## src/rtl/seq_mult32_if.sv

```systemverilog
// rtl/seq_mult32_if.sv - start/done handshake and operand/result bus for seq_mult32
interface seq_mult32_if #(
   parameter int WIDTH = 32
);
   logic               start;
   logic [WIDTH-1:0]   In1;
   logic [WIDTH-1:0]   In2;
   logic               busy;
   logic               done;
   logic [2*WIDTH-1:0] Product;

   modport master (
      output start, In1, In2,
      input  busy, done, Product
   );

   modport slave (
      input  start, In1, In2,
      output busy, done, Product
   );
endinterface

```

## src/rtl/seq_mult32.sv

```systemverilog
// rtl/seq_mult32.sv - unsigned shift-and-add multiplier, one iteration per clock
// Optional SEQ_MULT_ZERO_BYPASS_EN: zero operands skip RUN and report Product=0 at once.
module seq_mult32 #(
   parameter int WIDTH = 32
) (
   input  logic         clk,
   input  logic         reset,
   seq_mult32_if.slave  bus
);
   localparam int CW = $clog2(WIDTH) + 1;

   typedef enum logic [1:0] {IDLE, RUN, DONE} state_t;

   state_t             state, state_nxt;
   logic [WIDTH-1:0]   m, a, q;
   logic [CW-1:0]      cnt;
   logic [2*WIDTH-1:0] product;
   logic [WIDTH:0]     sum;
   logic               c;
   logic               last;
   logic               zero_op;

   // Adder result is WIDTH+1 bits so the carry survives into the shift
   assign sum  = q[0] ? ({1'b0, a} + {1'b0, m}) : {1'b0, a};
   assign c    = sum[WIDTH];
   assign last = (cnt == CW'(WIDTH - 1));

`ifdef SEQ_MULT_ZERO_BYPASS_EN
   assign zero_op = (bus.In1 == '0) || (bus.In2 == '0);
`else
   assign zero_op = 1'b0;
`endif

   always_ff @(posedge clk) begin
      if (reset) state <= IDLE;
      else       state <= state_nxt;
   end

   always_comb begin
      state_nxt = state;
      case (state)
         IDLE:    if (bus.start) state_nxt = zero_op ? DONE : RUN;
         RUN:     if (last) state_nxt = DONE;
         DONE:    state_nxt = IDLE;
         default: state_nxt = IDLE;
      endcase
   end

   always_comb begin
      bus.busy = 1'b0;
      bus.done = 1'b0;
      case (state)
         RUN:     bus.busy = 1'b1;
         DONE:    bus.done = 1'b1;
         default: ;
      endcase
   end

   always_ff @(posedge clk) begin
      if (reset) begin
         m       <= '0;
         a       <= '0;
         q       <= '0;
         cnt     <= '0;
         product <= '0;
      end else begin
         case (state)
            IDLE: begin
               if (bus.start) begin
                  m   <= bus.In1;
                  q   <= bus.In2;
                  a   <= '0;
                  cnt <= '0;
                  if (zero_op) product <= '0;
               end
            end
            RUN: begin
               a   <= {c, sum[WIDTH-1:1]};
               q   <= {sum[0], q[WIDTH-1:1]};
               cnt <= cnt + 1'b1;
               // Final iteration: capture the shifted {A,Q} directly as the result
               if (last) product <= {c, sum, q[WIDTH-1:1]};
            end
            default: ;
         endcase
      end
   end

   assign bus.Product = product;
endmodule

```

## src/flat_wrapper.sv

```systemverilog
// flat-port wrapper written by rule: the top's interface ports become plain ports
module seq_mult32_flat 
#(
   parameter int WIDTH = 32
)
  (clk, reset, bus_start, bus_In1, bus_In2, bus_busy, bus_done, bus_Product);
  seq_mult32_if #(.WIDTH(WIDTH)) bus_i ();
  input  logic clk;
  input  logic reset;
  input wire logic [$bits(bus_i.start)-1:0] bus_start;
  input wire logic [$bits(bus_i.In1)-1:0] bus_In1;
  input wire logic [$bits(bus_i.In2)-1:0] bus_In2;
  output wire logic [$bits(bus_i.busy)-1:0] bus_busy;
  output wire logic [$bits(bus_i.done)-1:0] bus_done;
  output wire logic [$bits(bus_i.Product)-1:0] bus_Product;
  assign bus_i.start = bus_start;
  assign bus_i.In1 = bus_In1;
  assign bus_i.In2 = bus_In2;
  assign bus_busy = bus_i.busy;
  assign bus_done = bus_i.done;
  assign bus_Product = bus_i.Product;
  seq_mult32 #(.WIDTH(WIDTH)) u_core (.clk(clk), .reset(reset), .bus(bus_i));
endmodule
```

## config.mk

```make
export PLATFORM = sky130hd
export DESIGN_NAME = seq_mult32_flat
export DESIGN_NICKNAME = d
export VERILOG_FILES = /design/src/rtl/seq_mult32_if.sv /design/src/rtl/seq_mult32.sv /design/src/flat_wrapper.sv
export SDC_FILE = /design/constraint.sdc
export NUM_CORES = 1
export LEC_CHECK = 0
export CAP_MARGIN = 5
export CORE_UTILIZATION = 41
export CTS_BUF_LIST = sky130_fd_sc_hd__clkbuf_4
export CTS_CLUSTER_SIZE = 28
export DETAILED_ROUTE_END_ITERATION = 8
export PLACE_DENSITY = 0.66
export SLEW_MARGIN = 5
export SYNTH_ARGS = -nofsm -noshare
export SYNTH_HDL_FRONTEND = slang
export SYNTH_SLANG_ARGS = --single-unit
```

## constraint.sdc

```tcl
create_clock -name clk -period 8.6 [get_ports clk]
set_input_delay 2.58 -clock clk [delete_from_list [all_inputs] [get_ports clk]]
set_output_delay 2.58 -clock clk [all_outputs]
set_load 0.01 [all_outputs]
```

* Word-level counts from Yosys, hierarchy flattened *
Cells that the tools add are included.
Widths: inputs -> output; s select.

storage, ports and cells
  bits in registers = 168
  output and inout bits = 66

operators by class
  $add $sub $neg = 2
  eq/ne operators = 5
  mux-type cells = 12
  reduce and logical (&&, ||, !) cells = 6

operator list
  cell                 count
  $pmux 32 s2          2
  $mux 32              2
  $add 32x32->33       1
  $mux 33              1
  $pmux 6 s2           1
  $reduce_and 2->1     4
  $add 6x1->6 const B  1
  $eq 6x5->1 const B   1
  $mux 6               1
  $mux 2               2
  $pmux 2 s2           1
  $eq 2x1->1 const B   1
  $eq 2x2->1 const B   1
  $logic_not 2->1      1
  $mux 1               2
  $ne 2x1->1 const B   1
  $ne 2x2->1 const B   1
  $reduce_bool 2->1    1

* Logic depth before layout (Yosys ltp) *
Gate-level depths: netlist of the first run.

  depth after elaboration = 3
  gate-level depth with buffers = 11
  depth with buffers taken out = 11

* Least setup slack after synthesis of the first run *
Ideal clock, no wire load.

  path type = input to register
  start point = input port reset
  end point = register u_core.q[10]
  setup time = 78 ps
  arrival time = 3515 ps
  required time = 8522 ps
  path slack = 5007 ps
  cell stages on the path = 6
  path buffers = 3
  cells stage by stage = clkbuf_1 > inv_1 > clkbuf_1 > clkbuf_1 > o21ai_0 > nor3_1

RTL lines
  item                  RTL line           RTL
  start, declared       flat_wrapper.sv:9  input logic reset;
  end signal, assigned  seq_mult32.sv:71   q <= bus.In2;
  end signal, assigned  seq_mult32.sv:79   q <= {sum[0], q[WIDTH-1:1]};
  end, declared         seq_mult32.sv:15   logic [WIDTH-1:0] m, a, q;

* Final worst setup path of the first run *
  start point = input port bus_start
  end point = register u_core.cnt[2]

between the ends
  cells in the longest elaborated chain, start to end = 2

ends and longest elaborated chain
  item                               RTL line            RTL
  start, declared                    flat_wrapper.sv:10  input wire logic [$bits(bus_i.start)-1:0] bus_start;
  $ne 2x2->1 (no source line)        -
  $reduce_and 2->1 (no source line)  -
  end signal, assigned               seq_mult32.sv:80    cnt <= cnt + 1'b1;
  end, declared                      seq_mult32.sv:16    logic [CW-1:0] cnt;

Every way passes these cells.
A chain may end at the register's enable or synchronous reset.

==> results of run 1 <==
synth_stat cells (all sizes together) (2+ instances only):
cell type	number
a211o	3
a211oi	12
a21boi	2
a21o	16
a21oi	141
a221oi	2
a311oi	5
a31oi	25
and2	8
and3	8
buf	11
clkbuf	60
dfxtp	168
ha	33
inv	6
mux2	3
mux2i	14
nand2	185
nand2b	10
nand3	27
nand4	7
nor2	126
nor2b	6
nor3	38
o211ai	4
o21a	6
o21ai	61
o21bai	3
o22ai	2
o31ai	5
xnor2	13
xor2	14
sequential cells by signal, summed over array words and instances (netlist names):
register and cells:
u_core.a 32, u_core.bus.Product 64, u_core.cnt 6, u_core.m 32, u_core.q 32, u_core.state 2
power by group:
group          leakage (µW)  internal (µW)  total (µW)  switching [µW]
Clock              0.000129            119         412             293
Sequential          0.00137            808         829            21.2
Combinational       0.00217           79.6         197             117
final cells by class:
type | instances | area, µm² | share of cell area [%]
Multi-Input combinational cell | 795 | 4390 | 45.2
Tap cell | 260 | 325 | 3.35
Antenna cell | 1 | 2.50 | 0.0258
Clock buffer | 18 | 135 | 1.39
Timing Repair Buffer | 139 | 1370 | 14.1
Clock inverter | 14 | 105 | 1.08
Sequential cell | 168 | 3360 | 34.6
Inverter | 6 | 22.5 | 0.232
layer usage:
| metal | routed length (µm) | global-route usage [%] |
|---|---|---|
| met4 | 384 | 7.70 |
| met1 | 10200 | 28.4 |
| met3 | 1020 | 3.51 |
| met5 | 0 | 0 |
| met2 | 8990 | 33.1 |
logic make-up (layout without fill, tap and decap cells):
logic type | count (synthesis) | count (layout) | share of synthesized area [%]
other cells | 0 | 1 | 0
buf+inv | 77 | 177 | 3.60
fa+ha+maj | 34 | 34 | 5.40
xor+xnor | 27 | 27 | 2.95
compound gates | 295 | 295 | 21.6
flops | 168 | 168 | 41.9
simple gates | 422 | 422 | 22.4
mux | 17 | 17 | 2.17
worst max-delay path, stage by stage:
cell	delay, ns
clkdlybuf4s50_1	0.51
nand2_4	0.54
nand2_1	1.11
o21ai_0	0.22
a21oi_1	0.20
nor2_1	0.05
worst max path at each step:
stage	startpoint	end	slack, ns	cells after the start
after CTS	bus_start	u_core.cnt[2]	3.79	6
final	bus_start	u_core.cnt[2]	3.80	6
after detailed placement	bus_start	u_core.cnt[2]	3.15	6
after global placement	bus_start	u_core.cnt[2]	3.19	6
after floorplan	reset	u_core.q[10]	5.01	6
after global routing	bus_start	u_core.cnt[2]	3.55	6
metrics by stage:
| step | setup WS, ns | power, µW | area [µm²] | hold slack [ns] | instances |
|---|---|---|---|---|---|
| 2_1_floorplan | 5.01 | 970 | 8020 | 0.440 | 1040 |
| 6_report | 3.80 | 1440 | 9710 | 0.456 | 1401 |
| 4_1_cts | 3.79 | 1450 | 9710 | 0.466 | 1400 |
| 3_5_place_dp | 3.15 | 1040 | 9470 | 0.446 | 1368 |
| 5_1_grt | 3.55 | 1510 | 9710 | 0.483 | 1401 |
| 3_3_place_gp | 3.19 | 1040 | 9470 | 0.441 | 1368 |
==> metrics.md, run 1 <==
| Metric | Value |
|---|---|
| Status | `completed` |
| Vias in the first global route | `6862` |
| Gpl congestion | `0.888` |
| Die Y | `142 µm` |
| Max transition margin | `26.5%` |
| Final setup violation count | `0` |
| Clock Sinks | `168` |
| Clock tree buffer depth | `2` |
| Worst path required time | `9.06 ns` |
| Critical path class | `in2reg` |
| Most common cell after layout, fill and taps aside | `nand2_1` |
| Setup tns final | `0 ns` |
| Clock latency on the worst-skew pair | `0.59 ns` |
| Power per cell area | `148 nW/µm²` |
| Slew Limit Fails | `0` |
| Post-synth top area share | `41.9%` |
| Hold path endpoint | `u_core.bus.Product[0]` |
| Tot GR Track Use | `20.9%` |
| Dpl hpwl | `13200 µm` |
| CTS Hold Bufs | `0` |
| Core area | `19000 µm²` |
| EDFF count, synth | `0` |
| GRT Residual Overflow | `0` |
| Setup Fix Bufs, Post-CTS | `0` |
| Synth-to-Final Area Change | `21.1%` |
| Root Buffer | `clkbuf_4` |
| Min-delay src | `u_core.q[1]` |
| Num CTS Buffers | `17` |
| Syn Nets | `1141` |
| Reg2Reg Depth | `11` |
| 1st-iter DRT viols | `425` |
| Yosys reg bits | `168` |
| Most frequent cells in the layout | `nand2_1, dfxtp_1, a21oi_1, clkdlybuf4s50_1, nor2_1` |
| Fillers | `1900` |
| Post-synthesis sequential area ratio | `41.9%` |
| Initial core utilization | `42.3%` |
| Nets | `1228` |
| DRC | `0` |
| DIE AREA | `20100 µm²` |
| Crit path capture type | `flop` |
| # IOs | `133` |
| FFs w/ async S/R, synth | `0%` |
| Final min period | `4.80 ns` |
| Peak Freq | `208 MHz` |
| Top_reg_cell synth | `dfxtp_1` |
| Pleak | `0.00367 µW` |
| Share of cells above drive strength 1 | `4.74%` |
| Clock transition at the registers of the reported paths | `0.15 ns` |
| Final period util | `55.8%` |
| Max Cap Violations | `0` |
| Reg-to-Reg End | `u_core.bus.Product[61]` |
| Via count | `7376` |
| Die X-Extent | `142 µm` |
| Library cells used by synthesis | `53` |
| R2R Setup Slk | `5.39 ns` |
| PortBufs | `132` |
| Hold Crit Class | `reg2reg` |
| Dominant cell type by area after synthesis | `dfxtp_1` |
| Arrival time worst endpoint | `5.26 ns` |
| First-pass GRT wire length | `33600 µm` |
| Initial antenna violation count | `1` |
| PostCTS Resize Cnt | `0` |
| Hold Path Stages | `2` |
| Critical path launch point type | `input pin` |
| Worst-Margin Slew | `1.10 ns` |
| TritonRoute pass-1 iters | `7` |
| RSZ-0062 raised after global routing | `false` |
| Syn Inst Count | `1040` |
| Top cells by area, synth | `dfxtp_1, a21oi_1, nand2_1` |
| Final ANT Viol Nets | `0` |
| CP max FO | `96` |
| H-tree depth | `4` |
| CTS tree | `yes` |
| Hold Vio Cnt, Final | `0` |
| Routed len/inst | `14.7 µm` |
| Layout Utilization | `51.2%` |
| Largest net degree at the start of global routing | `97` |
| Standard-cell row count | `50` |
| Peak supply drop | `0.0764 mV` |
| Final wirelength | `20600 µm` |
| Drt via density | `5.26` |
| Worst Skew | `0.0234 ns` |
| Warnings from Yosys | `0` |
| Synthesized area | `8020 µm²` |
| Avg Cell Area, Syn | `7.72 µm²` |
| Critical R2R Launch | `u_core.a[0]` |
No activity file was read; power rests on OpenSTA's default activity.
==> run 2: changes to the inputs <==
==> constraint.sdc (replaced) <==
create_clock -name clk -period 4.46 [get_ports clk]
set_input_delay 1.338 -clock clk [delete_from_list [all_inputs] [get_ports clk]]
set_output_delay 1.338 -clock clk [all_outputs]
set_load 0.01 [all_outputs]
==> metrics.md, run 2 (synthesis gave the netlist of run 1 again) <==
| Metric | Value |
|---|---|
| Status | `completed` |
| Most common cell after layout, fill and taps aside | `nand2_1` |
| Most frequent cells in the layout | `nand2_1, dfxtp_1, a21oi_1, clkdlybuf4s50_1, nor2_1` |
| Worst Setup SP | `u_core.a[0]` |
| Largest net degree at the start of global routing | `85 (-12%)` |
| PostCTS Resize Cnt | `0 (unchanged)` |
| CTS Hold Bufs | `0 (unchanged)` |
| Critical R2R Launch | `u_core.a[0]` |
| Synth-to-Final Area Change | `22.5%` |
| H-tree depth | `4 (unchanged)` |
| Final wirelength | `20200 µm (-1.8%)` |
| Reg power frac | `53.8% (-3.9 points)` |
| Worst-Margin Slew | `0.973 ns (-0.127 ns)` |
| Peak supply drop | `0.196 mV (+160%)` |
| Drt via density | `5.22 (-0.77%)` |
| PortBufs | `132 (unchanged)` |
| Max transition margin | `35.1% (+8.7 points)` |
| Arrival time worst endpoint | `3.57 ns (-1.69 ns)` |
| Worst Slack Setup Final | `1.31 ns (-2.49 ns)` |
| Clock Sinks | `168 (unchanged)` |
| Hold Vio Cnt, Final | `0 (unchanged)` |
| CTS tree | `yes` |
| Internal | `2160 µW (+110%)` |
| Root Buffer | `clkbuf_4` |
| Max Cap Violations | `0 (unchanged)` |
| Initial core utilization | `42.3% (unchanged)` |
| Placed cells | `1372 (+0.29%)` |
| TritonRoute pass-1 iters | `5 (-2)` |
| Hold Crit Class | `reg2reg` |
| Num CTS Buffers | `17 (unchanged)` |
| Core area | `19000 µm² (unchanged)` |
| Vias in the first global route | `6806 (-0.82%)` |
| Worst Skew | `0.0182 ns (-0.00517 ns)` |
| Reg2Reg Depth | `11 (unchanged)` |
| Crit path capture type | `flop` |
| # IOs | `133 (unchanged)` |
| Largest register FFs | `64 (unchanged)` |
| Gpl congestion | `0.895 (+0.78%)` |
| Worst path required time | `4.88 ns (-4.18 ns)` |
| R2R Setup Slk | `1.31 ns (-4.08 ns)` |
| Placement Cell Area | `9500 µm² (+0.32%)` |
| Clock latency on the worst-skew pair | `0.56 ns (-0.03 ns)` |
| Reg-to-Reg End | `u_core.a[29]` |
| DRC | `0 (unchanged)` |
| Standard-cell row count | `50 (unchanged)` |
| Power per cell area | `303 nW/µm² (+100%)` |
| Clock tree buffer depth | `2 (unchanged)` |
| Clock power share | `33.7% (+5.1 points)` |
| DIE AREA | `20100 µm² (unchanged)` |
| First-pass GRT wire length | `33200 µm (-1.2%)` |
| Initial antenna violation count | `1 (unchanged)` |
| Post-route non-filler standard cell count | `1405 (+0.29%)` |
| Via count | `7340 (-0.49%)` |
| Nets | `1232 (+0.33%)` |
| Die Y | `142 µm (unchanged)` |
| Dpl hpwl | `13600 µm (+3.4%)` |
| Setup tns final | `0 ns (unchanged)` |
| Clock transition at the registers of the reported paths | `0.15 ns (about the same)` |
| Final Instance Area | `9830 µm² (+1.2%)` |
| Final min period | `3.15 ns` |
| Critical Path Sink | `u_core.a[29]` |
| Die X-Extent | `142 µm (unchanged)` |
| Combinational power share | `12.5% (-1.2 points)` |
| CP max FO | `4 (-96%)` |
| RSZ-0062 raised after global routing | `false` |
| Critical path class | `reg2reg` |
| Pre-CTS setup slack | `1.15 ns (-2.00 ns)` |
| GRT Residual Overflow | `0 (unchanged)` |
| Final period util | `70.5%` |
| Layout Utilization | `51.9% (+0.62 points)` |
| Slew Limit Fails | `0 (unchanged)` |
| Sw Share | `27.6% (-2.4 points)` |
| Tot GR Track Use | `20.4% (-0.42 points)` |
| Final ANT Viol Nets | `0 (unchanged)` |
| Sw power | `822 µW (+91%)` |
| Pleak | `0.00372 µW (+1.5%)` |
| Setup Fix Bufs, Post-CTS | `0 (unchanged)` |
| Critical path launch point type | `flop` |
| 1st-iter DRT viols | `452 (+6.4%)` |
| Share of cells above drive strength 1 | `5.07% (+0.34 points)` |
| Final setup violation count | `0 (unchanged)` |
| Peak Freq | `318 MHz` |
| Routed len/inst | `14.4 µm (-2.1%)` |
## run 2: changes by cell type in the layout (fill, tap and decap cells not counted), sizes merged
cell and delta:
clkbuf -1, clkinvlp +1, clkinv -7, inv +2, buf +4, diode +1, bufinv +4
## run 2: layout make-up
cell class,instances,area [µm²]
Fill cell,1865,9120
Clock inverter,14,198
Inverter,6,22.5
Tap cell,260,325
Antenna cell,2,5.00
Timing Repair Buffer,143,1400
Clock buffer,17,128
Multi-Input combinational cell,795,4390
Sequential cell,168,3360
## run 2: power by group through the flow
stage / clock network, µW / registers (µW) / logic (µW)
after CTS: 1030 / 1600 / 375
after floorplan: 0 / 1620 / 254
final: 1000 / 1600 / 373
after detailed placement: 0 / 1640 / 372
after global placement: 0 / 1640 / 371
after global routing: 1090 / 1610 / 419
## run 2: worst min-delay path by stage
stage	start	end	slack (ns)	cells past startpoint
after floorplan	u_core.m[0]	u_core.m[0]	0.44	2
after global placement	u_core.bus.Product[22]	u_core.bus.Product[22]	0.44	2
after detailed placement	u_core.bus.Product[3]	u_core.bus.Product[3]	0.45	2
after CTS	u_core.bus.Product[3]	u_core.bus.Product[3]	0.47	2
after global routing	u_core.q[31]	u_core.bus.Product[30]	0.48	2
final	u_core.bus.Product[3]	u_core.bus.Product[3]	0.46	2
## run 2: worst max-delay path, cell delays in order, from the launching register on
cell	delay, ns
dfxtp_1	0.36
ha_1	0.23
fa_1	0.40
a21o_1	0.21
a221oi_4	0.31
a211o_2	0.23
o21ai_2	0.09
a311o_1	0.33
and3_1	0.18
or4_4	0.48
nand3_1	0.10
a21oi_1	0.07
## run 2: per-stage QoR
step	hold slack (ns)	power (µW)
final	0.462	2980
after global routing	0.481	3120
after floorplan	0.440	1870
after detailed placement	0.447	2010
after global placement	0.443	2010
after CTS	0.466	3010
## run 2: metal layers
layer | vias to the layer above | global-route usage, % | wire (µm)
met2 | 187 | 31.0 | 8570
met1 | 3334 | 29.4 | 10400
met5 | - | 0 | 0
met3 | 17 | 4.18 | 1000
li1 | 3802 | - | -
met4 | 0 | 5.15 | 238
==> run 3: changes to the inputs <==
==> constraint.sdc (replaced) <==
create_clock -name clk -period 3.15 [get_ports clk]
set_input_delay 0.945 -clock clk [delete_from_list [all_inputs] [get_ports clk]]
set_output_delay 0.945 -clock clk [all_outputs]
set_load 0.01 [all_outputs]
==> metrics.md, run 3 (synthesis gave the netlist of run 1 again) <==
| Metric | Value |
|---|---|
| Post-route non-filler standard cell count | `1418 (+0.93%)` |
| Power per cell area | `415 nW/µm² (+37%)` |
| Clock transition at the registers of the reported paths | `0.14 ns (about the same)` |
| Standard-cell row count | `50 (unchanged)` |
| Combinational power share | `13.2% (+0.7 points)` |
| Synth-to-Final Area Change | `24.0%` |
| Critical path class | `reg2reg` |
| Largest register FFs | `64 (unchanged)` |
| Status | `completed` |
| DRC | `0 (unchanged)` |
| Worst path required time | `3.60 ns (-1.28 ns)` |
| Worst path depth | `11 (unchanged)` |
| Most common cell after layout, fill and taps aside | `nand2_1` |
| 1st-iter DRT viols | `346 (-23%)` |
| Slew Limit Fails | `0 (unchanged)` |
| Max transition margin | `46.0% (+11 points)` |
| Arrival time worst endpoint | `3.49 ns (-0.08 ns)` |
| Dpl hpwl | `14000 µm (+2.7%)` |
| Largest net degree at the start of global routing | `76 (-11%)` |
| # IOs | `133 (unchanged)` |
| Final ANT Viol Nets | `0 (unchanged)` |
| CP max FO | `4 (unchanged)` |
| Buffer and inverter count on the worst path | `0 (unchanged)` |
| GRT Residual Overflow | `0 (unchanged)` |
| Hold Vio Cnt, Final | `0 (unchanged)` |
| Die X-Extent | `142 µm (unchanged)` |
| Sw Share | `29.2% (+1.7 points)` |
| Final setup violation count | `0 (unchanged)` |
| Sw power | `1210 µW (+47%)` |
| CTS tree | `yes` |
| Routed len/inst | `14.6 µm (+1.6%)` |
| Most frequent cells in the layout | `nand2_1, dfxtp_1, a21oi_1, clkdlybuf4s50_1, nor2_1` |
| Delay-heaviest family, CP | `compound AO/OA/AOI/OAI gates` |
| Hold Crit Class | `reg2reg` |
| H-tree depth | `4 (unchanged)` |
| TritonRoute pass-1 iters | `4 (-1)` |
| Final period util | `96.7% (+26 points)` |
| Peak supply drop | `0.197 mV (+0.94%)` |
| Area occupied by multi-input gates | `4420 µm² (+0.80%)` |
| Via count | `7434 (+1.3%)` |
| Vias in the first global route | `6818 (+0.18%)` |
| Worst path max stage delay | `0.49 ns (about the same)` |
| Critical path launch point type | `flop` |
| Hold Path Stages | `2 (unchanged)` |
| Crit path cell chain | `ha_4 > fa_2 > a21o_1 > a221oi_4 > a211o_2 > o21ai_4 > a311o_1 > and3_4 > or4_4 > nand3_1 > a21oi_1` |
| Die Y | `142 µm (unchanged)` |
| Core area | `19000 µm² (unchanged)` |
| Pleak | `0.00378 µW (+1.6%)` |
| Worst Skew | `0.0188 ns (+0.000545 ns)` |
| R2R Setup Slk | `0.11 ns (-1.21 ns)` |
| Final wirelength | `20800 µm (+2.5%)` |
| Max Cap Violations | `0 (unchanged)` |
| Internal | `2920 µW (+35%)` |
| First-pass GRT wire length | `34200 µm (+3.1%)` |
| DIE AREA | `20100 µm² (unchanged)` |
| Num CTS Buffers | `17 (unchanged)` |
| PortBufs | `132 (unchanged)` |
| Clock tree buffer depth | `2 (unchanged)` |
| Root Buffer | `clkbuf_4` |
| Reg power frac | `54.9% (+1.1 points)` |
| Drt via density | `5.24 (+0.35%)` |
| Peak Freq | `328 MHz (+3.3%)` |
| Fillers | `1899 (+1.8%)` |
| Slowest stage cell, crit path | `or4_4` |
| Reg2Reg Depth | `11 (unchanged)` |
| Worst-Margin Slew | `0.811 ns (-0.162 ns)` |
| Clock latency on the worst-skew pair | `0.59 ns (+0.03 ns)` |
| Share of cells above drive strength 1 | `6.83% (+1.8 points)` |
| Placed cells | `1380 (+0.58%)` |
| Hold WS | `0.462 ns (-0.000475 ns)` |
| Crit path capture type | `flop` |
| Final min period | `3.04 ns (-0.101 ns)` |
| Clock power share | `31.9% (-1.8 points)` |
| Tot GR Track Use | `21.3% (+0.86 points)` |
| Gpl congestion | `0.874 (-2.3%)` |
| Initial antenna violation count | `1 (unchanged)` |
| Register area | `3370 µm² (about the same)` |
| Initial core utilization | `42.3% (unchanged)` |
| Nets | `1244 (+0.97%)` |
| Clock Sinks | `168 (unchanged)` |
## run 3: path summary, 6_finish.rpt
path	startpoint	endpoint
worst max-delay path	u_core.a[0]	u_core.a[29]
worst min-delay path	u_core.bus.Product[4]	u_core.bus.Product[4]
worst max register to register	u_core.a[0]	u_core.a[29]
worst min register to register	u_core.bus.Product[4]	u_core.bus.Product[4]
## run 3: worst register-to-register path, delay by kind of cell (launching register included)
family	cells	cell delay, ns
AOI/OAI and AO/OA	6	1.27
DFF	1	0.36
adders and majority gates	2	0.51
and+or+nand+nor	3	0.78
## run 3: per-layer routing
layer  up-vias  share of wire [%]  GRT usage [%]
met5         -                  0              0
met4         0                1.3           6.00
met3        22                4.6           3.44
met2       170                 45           34.5
met1      3430                 50           29.2
li1       3812                  -              -
## run 3: metrics by stage
step	area [µm²]	TNS (ns)	setup WS [ns]	util, %	power [µW]
floorplan	8020	0	0.263	-	2650
global placement	9590	0	0.149	50.6	2850
detailed placement	9590	0	0.0940	50.6	2860
CTS	9880	0	0.0729	52.1	4180
global route	9950	-0.0306	-0.0223	52.5	4340
finish	9950	0	0.105	52.5	4130
## run 3: timing repair
action | 4_1_cts | 5_1_grt
setup buffers | 0 | 4
hold buffers | 0 | 0
setup endpoints to repair | 0 | 4
resized for setup | 0 | 9
## run 3: final cells by class
class	count	area share (%)
sequential	168	33.8
inverter	6	0.226
clock inverter	15	1.67
tap	260	3.27
multi-input combinational	795	44.4
clock buffer	17	1.28
timing repair buffer	155	15.2
antenna	2	0.0503
## run 3: power groups by stage
stage	Sequential (µW)	Clock, µW	Combinational [µW]
final	2270	1320	545
after global routing	2280	1450	614
after CTS	2270	1360	547
after detailed placement	2320	0	543
after global placement	2310	0	540
after floorplan	2290	0	359
==> variant 1 (config.mk and constraints of run 3) <==
Make the reset (`reset`) asynchronous in 2 clocked blocks.
--- a/src/rtl/seq_mult32.sv
+++ b/src/rtl/seq_mult32.sv
@@ -33,3 +33,3 @@
 
-   always_ff @(posedge clk) begin
+   always_ff @(posedge clk or posedge reset) begin
       if (reset) state <= IDLE;
@@ -58,3 +58,3 @@
 
-   always_ff @(posedge clk) begin
+   always_ff @(posedge clk or posedge reset) begin
       if (reset) begin
Behaviour: differs if reset is asserted again (counterexample within 4 cycles, from zero or initial values and one cycle with reset high); with reset held inactive, the same outputs for 10 cycles.
==> variant 1 against run 3 <==
Critical path depth down 1. Worst hold slack better by 0.027 ns. Design area up 8.4%. Area after synthesis up 11%. Wire length up 8.2%. Worst setup slack better by 0.089 ns. Critical endpoint is now u_core.a[29]. Sequential cell count unchanged. Clock skew up 0.0045 ns. Critical path type unchanged. Cell count down 5.1%. Non-clock buffer count down 8.
Power is not compared: it rests on default switching activity, and its combinational part moved more than twofold at a synthesized area within 25%.
==> variant 1: results (changes against run 3) <==
- Worst Path Arrival: 3.41 ns (was 3.49 ns)
- Largest net degree at the start of global routing: 103 (was 76)
- Status: complete, no violations (unchanged)
- Overall Global Routing Usage: 0.210 (was 0.213)
- Vias after detailed routing: 7340 (was 7434)
- Metal2 WL: 10400 um (was 9270 um)
- Multi-input gate area: 4430 um^2 (was 4420 um^2)
- Multi-input gates: 711 (was 795)
- Met1 Routed Length: 10700 um (was 10300 um)
- Fin area: 10800 um^2 (was 9950 um^2)
- Met1 usage: 0.297 (was 0.292)
- WL/cell: 16.7 um (was 14.6 um)
- Seq/Total Area, Yosys: 0.472 (was 0.419)
- Async set or reset register ratio after synthesis: 1.00 (was 0)
- Register area: 4210 um^2 (was 3370 um^2)
- Die area: 22300 um^2 (was 20100 um^2)
- Final GP Congestion: 0.897 (was 0.874)
- Non-clk bufs: 147 (was 155)
- Layout buffering overhead excluding clock cells: 0.137 (was 0.152)
- DR WL met3: 826 um (was 945 um)
- Post-Syn Nets: 1053 (was 1141)
- Share of post-route cells with drive strength above 1: 0.0964 (was 0.0683)
- Clock buf/inv share: 0.0262 (was 0.0295)
- Diode count: 1 (was 2)
- Slowest stage delay, CP: 0.42 ns (was 0.49 ns)
- Most frequent cells after synthesis: nand2_1 (213), dfrtp_1 (168), o21ai_0 (98) (was nand2_1 (185), dfxtp_1 (168), a21oi_1 (141))
- Top cells by area, synth: dfrtp_1 (47%), nand2_1 (9.0%), o21ai_0 (5.5%), ha_1 (4.6%), mux2_2 (4.3%) (was dfxtp_1 (42%), a21oi_1 (8.8%), nand2_1 (8.7%), nor2_1 (5.9%), ha_1 (5.1%))
- CP max FO: 5 (was 4)
variant 1: logic make-up after synthesis:
group           after synthesis  synth area share
simple gates                342             0.180
compound gates              254             0.175
flops                       168             0.472
buf+inv                      73            0.0327
mux                          55            0.0666
fa+ha+maj                    34            0.0486
xor+xnor                     26            0.0256
variant 1: path summary, 6_finish.rpt:
| check | start | end | slack [ns] | cells past startpoint |
|---|---|---|---|---|
| max | u_core.a[0] | u_core.a[29] | 0.19 | 10 |
| min | u_core.bus.Product[25] | u_core.bus.Product[25] | 0.49 | 2 |
| max reg2reg | u_core.a[0] | u_core.a[29] | 0.19 | 10 |
| min reg2reg | u_core.bus.Product[25] | u_core.bus.Product[25] | 0.49 | 2 |
| max in group asynchronous | reset | u_core.state[0] | 1.76 | 3 |
| min in group asynchronous | reset | u_core.bus.Product[24] | 0.81 | 3 |
variant 1: metrics by stage:
stage               instances  power, mW
finish                   1345       11.9
CTS                      1344       12.0
global route             1345       12.9
floorplan                 952       8.51
global placement         1312       10.5
detailed placement       1312       10.6
==> variant 2 (config.mk and constraints of run 3) <==
Without the edit above. Build with the macro `SEQ_MULT_ZERO_BYPASS_EN` defined.
--- a/src/rtl/seq_mult32.sv
+++ b/src/rtl/seq_mult32.sv
@@ -2,2 +2,4 @@
 // Optional SEQ_MULT_ZERO_BYPASS_EN: zero operands skip RUN and report Product=0 at once.
+`define SEQ_MULT_ZERO_BYPASS_EN
+
 module seq_mult32 #(
Check against the original RTL: not equivalent (Yosys sat finds a counterexample within 4 cycles, from zero or initial values and one cycle with reset high).
==> variant 2 against run 3 <==
Combinational power grew 46%. First-iteration DRC count grew 47%. Wire length rose by 15%. Worst setup slack gained 0.11 ns. Area after synthesis increased by 4.5%. Design area up 6.7%. Sequential cell count unchanged. Clock power decreased by 3%. Via count grew 9.4%. Largest power group unchanged. Power up 6.4%. Largest cell class unchanged.
==> variant 2: results (changes against run 3) <==
- Seq/Total Area, Yosys: 0.401 (was 0.419)
- Critical path capture point type: flip-flop (unchanged)
- Synth Area per Inst: 7.96 um^2 (was 7.72 um^2)
- Hold Startpoint: u_core.bus.Product[31] (was u_core.bus.Product[4])
- CP max FO: 6 (was 4)
- Final net count: 1297 (was 1244)
- Clock buf/inv share: 0.0269 (was 0.0295)
- Sequential cell count: 168 (unchanged)
- WHS Path Cells: 2 (unchanged)
- Share of post-route cells with drive strength above 1: 0.102 (was 0.0683)
- Non-clk bufs: 196 (was 155)
- Slowest stage delay, CP: 0.41 ns (was 0.49 ns)
- Diode count: 1 (was 2)
- Adder-cell share of the synthesized area: 0.0516 (was 0.0540)
- Fin area: 10600 um^2 (was 9950 um^2)
- DP Worst Slack: -0.175 ns (was 0.0940 ns)
- Overall Global Routing Usage: 0.227 (was 0.213)
- CP max stage cell: fa_1 (was or4_4)
- Final GP Congestion: 0.924 (was 0.874)
- Placed insts: 1441 (was 1380)
- Worst Path Arrival: 3.39 ns (was 3.49 ns)
- Min cycle time layout: 2.94 ns (was 3.04 ns)
- Placed cell areas: 10300 um^2 (was 9590 um^2)
- Drt first-iter violations: 507 (was 346)
- Hold-critical path endpoint: u_core.bus.Product[31] (was u_core.bus.Product[4])
- DR WL met3: 1030 um (was 945 um)
- Clock skew: 0.0166 ns (was 0.0188 ns)
- R2r setup slk: 0.21 ns (was 0.11 ns)
- Compound-cell area share of the yosys netlist: 0.247 (was 0.216)
- First-pass GRT wire length: 39000 um (was 34200 um)
- Top cells by area, synth: dfxtp_1 (40%), nand2_1 (9.0%), a21oi_1 (6.1%), nor2_1 (6.0%), ha_1 (4.9%) (was dfxtp_1 (42%), a21oi_1 (8.8%), nand2_1 (8.7%), nor2_1 (5.9%), ha_1 (5.1%))
- Leakage power: 3.99 nW (was 3.78 nW)
- Metal2 WL: 11500 um (was 9270 um)
- Via density: 5.52 (was 5.24)
- Layout buffering overhead excluding clock cells: 0.176 (was 0.152)
- Tapcells: 265 (was 260)
- Multi-input logic portion of the cell area: 0.444 (about the same)
- Detailed Place HPWL: 17400 um (was 14000 um)
- Reg2reg end: u_core.a[31] (was u_core.a[29])
- Most frequent cells after synthesis: nand2_1 (202), dfxtp_1 (168), nor2_1 (134) (was nand2_1 (185), dfxtp_1 (168), a21oi_1 (141))
- Status: complete, no violations (unchanged)
- Non-clk invs: 15 (was 6)
- Post-Syn Nets: 1154 (was 1141)
- WL/cell: 16.2 um (was 14.6 um)
- XOR/XNOR Fraction of Synth Area: 0.0261 (was 0.0295)
- Multi-input gates: 798 (was 795)
- Slew HR: 0.436 (was 0.460)
- Drt pass-1 iters: 5 (was 4)
- Cell variety after synth: 61 (was 53)
- Peak VDD IR: 0.227 mV (was 0.197 mV)
-- variant 2: changes by cell type in the layout (fill, tap and decap cells not counted), sizes merged, moves of 9 or more --
cell | before | now
a21oi | 141 | 104
a22oi | 1 | 45
a311oi | 5 | 36
a31oi | 25 | 8
buf | 24 | 65
inv | 12 | 26
nand2 | 185 | 202
nand2b | 10 | 1
nand3 | 27 | 14
nor2 | 126 | 135
nor3 | 38 | 12
nor4 | 0 | 17
o21ai | 61 | 32
-- variant 2: layer usage --
layer | track usage | vias up
met5 | 0 | -
met4 | 0.0590 | 0
met3 | 0.0368 | 22
met2 | 0.380 | 181
met1 | 0.302 | 3836
li1 | - | 4097
-- variant 2: where the power goes --
group          switching (mW)  internal [mW]  total [mW]
sequential             0.0850           2.23        2.32
clock                   0.853          0.429        1.28
combinational           0.457          0.338       0.795
total                    1.39           3.00        4.39
